File: src/rtl/dac_update_sched_pkg.sv
// Shared definitions for the SPI DAC update scheduler:
// command codes, frame width, scheduler states and frame builder.
package dac_pkg;

    localparam int FRAME_W = 24;

    localparam logic [3:0] CMD_WRITE_IN   = 4'b0000;
    localparam logic [3:0] CMD_UPDATE_ALL = 4'b0010;
    localparam logic [3:0] CMD_WRITE_UPD  = 4'b0011;
    localparam logic [3:0] ADDR_ALL       = 4'b1111;

    typedef enum logic [2:0] {
        ST_IDLE,
        ST_LOAD,
        ST_SEND,
        ST_GAP,
        ST_UPDATE
    } sched_state_t;

    // DAC frame layout: command, address, 12-bit data, 4 don't-care bits.
    function automatic logic [FRAME_W-1:0] mk_frame(
        input logic [3:0]  cmd,
        input logic [3:0]  addr,
        input logic [11:0] data
    );
        return {cmd, addr, data, 4'h0};
    endfunction

endpackage

File: src/rtl/dac_update_sched_if.sv
// Voice-side sample write port and sample-rate tick of the
// DAC update scheduler.
interface dac_update_sched_if #(
    parameter int DW = 12
);
    logic          tick;
    logic          wr_en;
    logic [1:0]    wr_ch;
    logic [DW-1:0] wr_data;

    modport master (output tick, wr_en, wr_ch, wr_data);
    modport slave  (input  tick, wr_en, wr_ch, wr_data);
endinterface

File: src/rtl/dac_update_sched_spi_frame_tx.sv
// 24-bit SPI frame transmitter: sck = clk/2, MSB first, data
// changes with sck low, CS rises the clock after the last sck high.
module spi_frame_tx
    import dac_pkg::*;
(
    input  logic               clk,
    input  logic               reset,
    input  logic               i_start,
    input  logic [FRAME_W-1:0] i_frame,
    output logic               o_sck,
    output logic               o_sdo,
    output logic               o_cs,
    output logic               o_done,
    output logic               o_last
);

    logic [FRAME_W-1:0] r_sh;
    logic [4:0]         r_bit;
    logic               r_act;
    logic               r_sck;
    logic               r_sdo;
    logic               r_cs;
    logic               r_done;

    // High in the final sck-high clock, so the scheduler can step
    // into its gap on the same edge that raises CS.
    assign o_last = r_act & r_sck & (r_bit == 5'd0);

    assign o_sck  = r_sck;
    assign o_sdo  = r_sdo;
    assign o_cs   = r_cs;
    assign o_done = r_done;

    // Shift engine: load on start, then alternate sck low/high per bit.
    always_ff @(posedge clk or posedge reset) begin
        if (reset) begin
            r_sh   <= '0;
            r_bit  <= '0;
            r_act  <= 1'b0;
            r_sck  <= 1'b0;
            r_sdo  <= 1'b0;
            r_cs   <= 1'b1;
            r_done <= 1'b0;
        end else begin
            r_done <= 1'b0;
            if (!r_act) begin
                if (i_start) begin
                    r_act <= 1'b1;
                    r_sdo <= i_frame[FRAME_W-1];
                    r_sh  <= {i_frame[FRAME_W-2:0], 1'b0};
                    r_bit <= 5'(FRAME_W - 1);
                    r_cs  <= 1'b0;
                    r_sck <= 1'b0;
                end
            end else if (!r_sck) begin
                r_sck <= 1'b1;
            end else if (r_bit == 5'd0) begin
                r_act  <= 1'b0;
                r_cs   <= 1'b1;
                r_sck  <= 1'b0;
                r_sdo  <= 1'b0;
                r_done <= 1'b1;
            end else begin
                r_sck <= 1'b0;
                r_sdo <= r_sh[FRAME_W-1];
                r_sh  <= {r_sh[FRAME_W-2:0], 1'b0};
                r_bit <= r_bit - 5'd1;
            end
        end
    end

endmodule

File: src/rtl/dac_update_sched.sv
// Shares one 4-channel SPI DAC between voice outputs; sends every
// channel written since the last tick. Option: DAC_SCHED_SYNC_UPDATE_EN.
module dac_update_sched
    import dac_pkg::*;
#(
    parameter int NCH     = 4,
    parameter int DW      = 12,
    parameter int GAP_CYC = 2
) (
    input  logic               clk,
    input  logic               reset,
    dac_update_sched_if.slave  bus,
    output logic               spi_sck,
    output logic               spi_sdo,
    output logic               spi_dac_cs,
    output logic               busy,
    output logic               frame_done,
    output logic               overrun
);

`ifdef DAC_SCHED_SYNC_UPDATE_EN
    localparam logic [3:0] CH_CMD = CMD_WRITE_IN;
`else
    localparam logic [3:0] CH_CMD = CMD_WRITE_UPD;
`endif

    logic [DW-1:0]      r_smp [NCH];
    logic [NCH-1:0]     r_dirty;
    logic [NCH-1:0]     r_pend;
    sched_state_t       r_state;
    logic [7:0]         r_gap;
    logic               r_busy;
    logic               r_ovr;
`ifdef DAC_SCHED_SYNC_UPDATE_EN
    logic               r_is_upd;
`endif

    logic               w_capture;
    logic               w_wr_ok;
    logic [NCH-1:0]     w_set;
    logic [NCH-1:0]     w_clr;
    logic [1:0]         w_sel;
    logic               w_start;
    logic [FRAME_W-1:0] w_frame;
    logic               w_tx_last;

    assign w_wr_ok   = bus.wr_en && (int'(bus.wr_ch) < NCH);
    assign w_capture = (r_state == ST_IDLE) && bus.tick && (|r_dirty);

    // Dirty set/clear masks; a same-cycle write re-sets the bit.
    always_comb begin
        w_set = '0;
        if (w_wr_ok) begin
            w_set[bus.wr_ch] = 1'b1;
        end
        w_clr = w_capture ? r_dirty : '0;
    end

    // Lowest pending channel wins.
    always_comb begin
        w_sel = '0;
        for (int n = NCH - 1; n >= 0; n--) begin
            if (r_pend[n]) begin
                w_sel = 2'(n);
            end
        end
    end

    // Frame presented to the transmitter during LOAD/UPDATE.
    always_comb begin
        w_start = (r_state == ST_LOAD);
        w_frame = mk_frame(CH_CMD, 4'(w_sel), 12'(r_smp[w_sel]));
`ifdef DAC_SCHED_SYNC_UPDATE_EN
        if (r_state == ST_UPDATE) begin
            w_start = 1'b1;
            w_frame = mk_frame(CMD_UPDATE_ALL, ADDR_ALL, 12'h000);
        end
`endif
    end

    // Sample registers and dirty flags.
    always_ff @(posedge clk or posedge reset) begin
        if (reset) begin
            r_dirty <= '0;
            for (int n = 0; n < NCH; n++) begin
                r_smp[n] <= '0;
            end
        end else begin
            r_dirty <= (r_dirty & ~w_clr) | w_set;
            if (w_wr_ok) begin
                r_smp[bus.wr_ch] <= bus.wr_data;
            end
        end
    end

    // Scheduler FSM with registered busy and overrun.
    always_ff @(posedge clk or posedge reset) begin
        if (reset) begin
            r_state  <= ST_IDLE;
            r_pend   <= '0;
            r_gap    <= '0;
            r_busy   <= 1'b0;
            r_ovr    <= 1'b0;
`ifdef DAC_SCHED_SYNC_UPDATE_EN
            r_is_upd <= 1'b0;
`endif
        end else begin
            r_ovr <= bus.tick && (r_state != ST_IDLE);
            unique case (r_state)
                ST_IDLE: begin
                    if (w_capture) begin
                        r_pend  <= r_dirty;
                        r_busy  <= 1'b1;
                        r_state <= ST_LOAD;
                    end
                end
                ST_LOAD: begin
                    r_pend[w_sel] <= 1'b0;
                    r_state       <= ST_SEND;
`ifdef DAC_SCHED_SYNC_UPDATE_EN
                    r_is_upd      <= 1'b0;
`endif
                end
                ST_SEND: begin
                    if (w_tx_last) begin
                        r_gap   <= 8'(GAP_CYC - 1);
                        r_state <= ST_GAP;
                    end
                end
                ST_GAP: begin
                    if (r_gap != 8'd0) begin
                        r_gap <= r_gap - 8'd1;
                    end else if (|r_pend) begin
                        r_state <= ST_LOAD;
`ifdef DAC_SCHED_SYNC_UPDATE_EN
                    end else if (!r_is_upd) begin
                        r_state <= ST_UPDATE;
`endif
                    end else begin
                        r_busy  <= 1'b0;
                        r_state <= ST_IDLE;
                    end
                end
`ifdef DAC_SCHED_SYNC_UPDATE_EN
                ST_UPDATE: begin
                    r_is_upd <= 1'b1;
                    r_state  <= ST_SEND;
                end
`endif
                default: begin
                    r_busy  <= 1'b0;
                    r_state <= ST_IDLE;
                end
            endcase
        end
    end

    spi_frame_tx u_tx (
        .clk     (clk),
        .reset   (reset),
        .i_start (w_start),
        .i_frame (w_frame),
        .o_sck   (spi_sck),
        .o_sdo   (spi_sdo),
        .o_cs    (spi_dac_cs),
        .o_done  (frame_done),
        .o_last  (w_tx_last)
    );

    assign busy    = r_busy;
    assign overrun = r_ovr;

endmodule
File: src/flat_wrapper.sv
// flat-port wrapper written by rule: the top's interface ports become plain ports
module dac_update_sched_flat import dac_pkg::*;
#(
    parameter int NCH     = 4,
    parameter int DW      = 12,
    parameter int GAP_CYC = 2
)
  (clk, reset, spi_sck, spi_sdo, spi_dac_cs, busy, frame_done, overrun, bus_tick, bus_wr_en, bus_wr_ch, bus_wr_data);
  dac_update_sched_if #(.DW(DW)) bus_i ();
  input  logic clk;
  input  logic reset;
  output logic spi_sck;
  output logic spi_sdo;
  output logic spi_dac_cs;
  output logic busy;
  output logic frame_done;
  output logic overrun;
  input wire logic [$bits(bus_i.tick)-1:0] bus_tick;
  input wire logic [$bits(bus_i.wr_en)-1:0] bus_wr_en;
  input wire logic [$bits(bus_i.wr_ch)-1:0] bus_wr_ch;
  input wire logic [$bits(bus_i.wr_data)-1:0] bus_wr_data;
  assign bus_i.tick = bus_tick;
  assign bus_i.wr_en = bus_wr_en;
  assign bus_i.wr_ch = bus_wr_ch;
  assign bus_i.wr_data = bus_wr_data;
  dac_update_sched #(.NCH(NCH), .DW(DW), .GAP_CYC(GAP_CYC)) u_core (.clk(clk), .reset(reset), .bus(bus_i), .spi_sck(spi_sck), .spi_sdo(spi_sdo), .spi_dac_cs(spi_dac_cs), .busy(busy), .frame_done(frame_done), .overrun(overrun));
endmodule
File: config.mk
export PLATFORM = sky130hd
export DESIGN_NAME = dac_update_sched_flat
export DESIGN_NICKNAME = d
export VERILOG_FILES = /design/src/rtl/dac_update_sched_pkg.sv /design/src/rtl/dac_update_sched_if.sv /design/src/rtl/dac_update_sched_spi_frame_tx.sv /design/src/rtl/dac_update_sched.sv /design/src/flat_wrapper.sv
export SDC_FILE = /design/constraint.sdc
export NUM_CORES = 1
export LEC_CHECK = 0
export BUFFER_PORTS_ARGS = -buffer_cell sky130_fd_sc_hd__buf_4
export CAP_MARGIN = 20
export CORE_UTILIZATION = 45
export DETAILED_ROUTE_END_ITERATION = 8
export PLACE_DENSITY = 0.72
export REMOVE_ABC_BUFFERS = 1
export SYNTH_ARGS = -nofsm -noshare
export SYNTH_HDL_FRONTEND = slang
export SYNTH_HIERARCHICAL = 1
export SYNTH_SLANG_ARGS = --single-unit
File: constraint.sdc
create_clock -name clk -period 3 [get_ports clk]
set_input_delay 0.75 -clock clk [delete_from_list [all_inputs] [get_ports clk]]
set_output_delay 0.75 -clock clk [all_outputs]
set_load 0.05 [all_outputs]
==> results.md <==
* Status: complete, no violations
* Initial antenna violation count at 0
* Hold Fails Final Rpt at 0
* Final Critical Period at 2.58 ns
* Synthesis-stage register bit count at 101
* Setup TNS at 0 ns
* RSZ-0062 raised after global routing: false
* Die area at 11,500 sq um
* GPL Wtd Cong at 0.803
* Synth async-reset ratio at 100%
* Initial core utilization at 46.1%
* # hold bufs at CTS at 0
* Leak at 2.38 nW
* Area Growth Syn to Fin at 10.3%
* Number of global-route vias before repair at 3,548
* Die W at 107 um
* Relative slew slack at 40.5%
* Tot GR Track Use at 19.0%
* Mean Syn Cell Area at 11.7 sq um
* Startpoint type of the worst setup path: flip-flop
* FF-to-FF setup slack at 0.42 ns
* Max_cap viols at 0
* Critical Path AT at 2.85 ns
* # DRC at 0
* Number of synthesized flops with an enable pin at 0
* Sink Count at 101
* Cell count after synthesis at 429
* I/O pin total at 24
* Peak Freq at 388 MHz
* Worst Setup End Kind: flip-flop
* Clk_lat worst skew at 0.39 ns
* First-pass GRT wire length at 17,000 um
* Worst Skew at 0.0174 ns
* Via count at 3,450
* Largest net degree at the start of global routing at 34
* Top_reg_cell synth: dfrtp_1
* Routed WL at 10,200 um
* Synth area leaders: dfrtp_1 (50%), mux2_2 (11%), mux2i_1 (6.4%), a22oi_1 (3.9%), o21ai_0 (3.6%)
* Worst Reg-to-Reg Cells at 8
* Top cell type's share of synthesized area at 50.1%
* Number of setup violations in the final report at 0
* Power share of the clock group at 15.3%
* Reg-to-reg critical path startpoint: u_core/u_tx/r_bit[0]$_DFFE_PP0P_
* Unique masters post-synth at 59
* N_diodes at 0
* Leading area contributor after synthesis: dfrtp_1
* H-tree lvl count at 3
* PD cells at 996 nW/um^2
* CTS max path bufs at 2
* Count leader, synth: dfrtp_1
* Seq pwr share at 40.0%
* Synth cell count leaders: dfrtp_1 (100), mux2_2 (50), o21ai_0 (36)
* Post-synthesis sequential area ratio at 50.6%
* P_int at 3.22 mW
* Hpwl dp at 6750 um
* Vias per cell at 5.74
* Initial drt markers at 193
* TritonCTS buffer count at 9
* Part of the power in combinational logic at 44.7%
* CTS tree: built
* Critical Path Source: u_core/u_tx/r_bit[0]$_DFFE_PP0P_
* Worst-path maximum fanout at 7
* Sw Share at 41.4%
* Layout cells sized above 1 at 26.9%
* IO Port Bufs at 23
* Reg clk slew, reported paths at 0.11 ns
* Post_cts resized at 0
* Post-route antenna net violation count at 0
* Layout net count at 480
* Pre-antenna DRT Iters at 4
* Core Util, Final at 50.8%
* Crit path to: u_core/r_gap[5]$_DFFE_PP0P_
* Peak supply drop at 0.000462 V
* DR WL/cell at 16.9 um
* Core area at 10,800 sq um
* Final-report max-slew violation count at 0
* Reg-to-Reg End: u_core/r_gap[5]$_DFFE_PP0P_
* Yosys Warn Count at 6
* Die Height at 107 um
* Cell row count at 38
* Fin crit share at 86.0%
* Crit path kind: reg -> reg
* Root Buffer: clkbuf_8
* Worst Hold Class: in -> async
* Mapped Area at 5000 sq um
* Postcts setup bufs at 0
* Worst-Margin Slew at 0.892 ns
* Switching power at 2.27 mW
* Global route overflow at 0
* Req. time, crit path at 3.27 ns
-- layout make-up --
class | instances | area (sq um)
Clock inverter | 7 | 67.6
Clock buffer | 9 | 124
Tap cell | 140 | 175
Inverter | 17 | 63.8
Multi-Input combinational cell | 294 | 2300
Sequential cell | 101 | 2530
Timing Repair Buffer | 33 | 248
Fill cell | 974 | 5330
-- critical path, stage by stage (launching register included) --
cell	delay, ns
dfrtp_1	0.40
inv_1	0.09
ha_1	0.24
or3b_2	0.51
nor3_1	0.45
mux2i_2	0.24
nor3_2	0.26
mux2i_1	0.22
nor2_1	0.06
-- per-stage QoR --
step	instance area (sq um)	std cells	hold WS, ns	setup slack [ns]	power (mW)
after detailed placement	5320	585	0.493	0.457	4.67
after global routing	5510	601	0.488	0.197	5.85
final	5510	601	0.453	0.421	5.49
after floorplan	4890	412	0.479	0.538	3.99
after global placement	5320	585	0.487	0.525	4.57
after CTS	5510	601	0.452	0.413	5.52
-- registers in the layout, indices dropped and copies added, names as in the netlist, 2 cells and up --
| name | flops |
|---|---|
| u_core/r_dirty | 4 |
| u_core/u_tx/r_sh | 23 |
| u_core/r_gap | 8 |
| u_core/u_tx/r_bit | 5 |
| u_core/r_smp | 48 |
| u_core/r_state | 2 |
| u_core/r_pend | 4 |
-- per-layer routing --
metal / vias up / track usage (%) / wire, um
met2: 64 / 32.1 / 5130
li1: 1633 / - / -
met4: 0 / 6.95 / 148
met3: 14 / 4.30 / 331
met5: - / 0 / 0
met1: 1739 / 23.9 / 4560
-- worst min-delay path by stage --
stage / to / start
floorplan: u_core/r_smp[24]$_DFFE_PP0P_ / u_core/r_smp[24]$_DFFE_PP0P_
global placement: u_core/r_smp[35]$_DFFE_PP0P_ / u_core/r_smp[35]$_DFFE_PP0P_
detailed placement: u_core/r_smp[27]$_DFFE_PP0P_ / u_core/r_smp[27]$_DFFE_PP0P_
CTS: u_core/u_tx/r_bit[3]$_DFFE_PP0P_ / reset
global route: u_core/u_tx/r_bit[3]$_DFFE_PP0P_ / reset
finish: u_core/r_gap[6]$_DFFE_PP0P_ / reset
-- power groups by stage --
| stage | clock network [mW] | registers (mW) | logic, mW |
|---|---|---|---|
| after floorplan | 0 | 2.25 | 1.74 |
| final | 0.839 | 2.20 | 2.45 |
| after CTS | 0.866 | 2.19 | 2.46 |
| after global placement | 0 | 2.19 | 2.38 |
| after global routing | 0.909 | 2.26 | 2.68 |
| after detailed placement | 0 | 2.22 | 2.45 |
-- cell families (layout without fill, tap and decap cells) --
logic type / Yosys count / in the layout / synth area share [%]
buffers and inverters: 42 / 66 / 4.00
multiplexers: 84 / 84 / 18.2
AO/OA/AOI/OAI: 116 / 116 / 16.0
other: 2 / 10 / 0.150
AND/OR/NAND/NOR: 76 / 76 / 9.24
adder cells (fa/ha/maj): 6 / 6 / 1.50
XOR/XNOR: 2 / 2 / 0.351
flip-flops: 101 / 101 / 50.6
-- cells in the final DEF (no fill, tap or decap), types with 2 or more instances in the layout --
cell,count
dfrtp_1,100
mux2_2,50
o21ai_0,36
buf_4,33
mux2i_1,32
a22oi_1,26
nand2_1,18
inv_1,16
nor2_1,13
a31oi_1,13
nand2b_1,11
conb_1,10
clkbuf_8,9
o221a_2,9
nor3_1,7
a21oi_1,6
ha_1,6
o22ai_1,4
a21o_1,3
nand3b_1,3
nor2b_1,3
o21ai_1,3
clkinvlp_4,2
inv_8,2
nand3_1,2
nor3b_2,2
nand4_1,2
o22a_1,2
or3b_2,2
a22o_1,2
xor2_1,2
o31ai_1,2
a311oi_1,2
(Power assumes the default switching activity.)
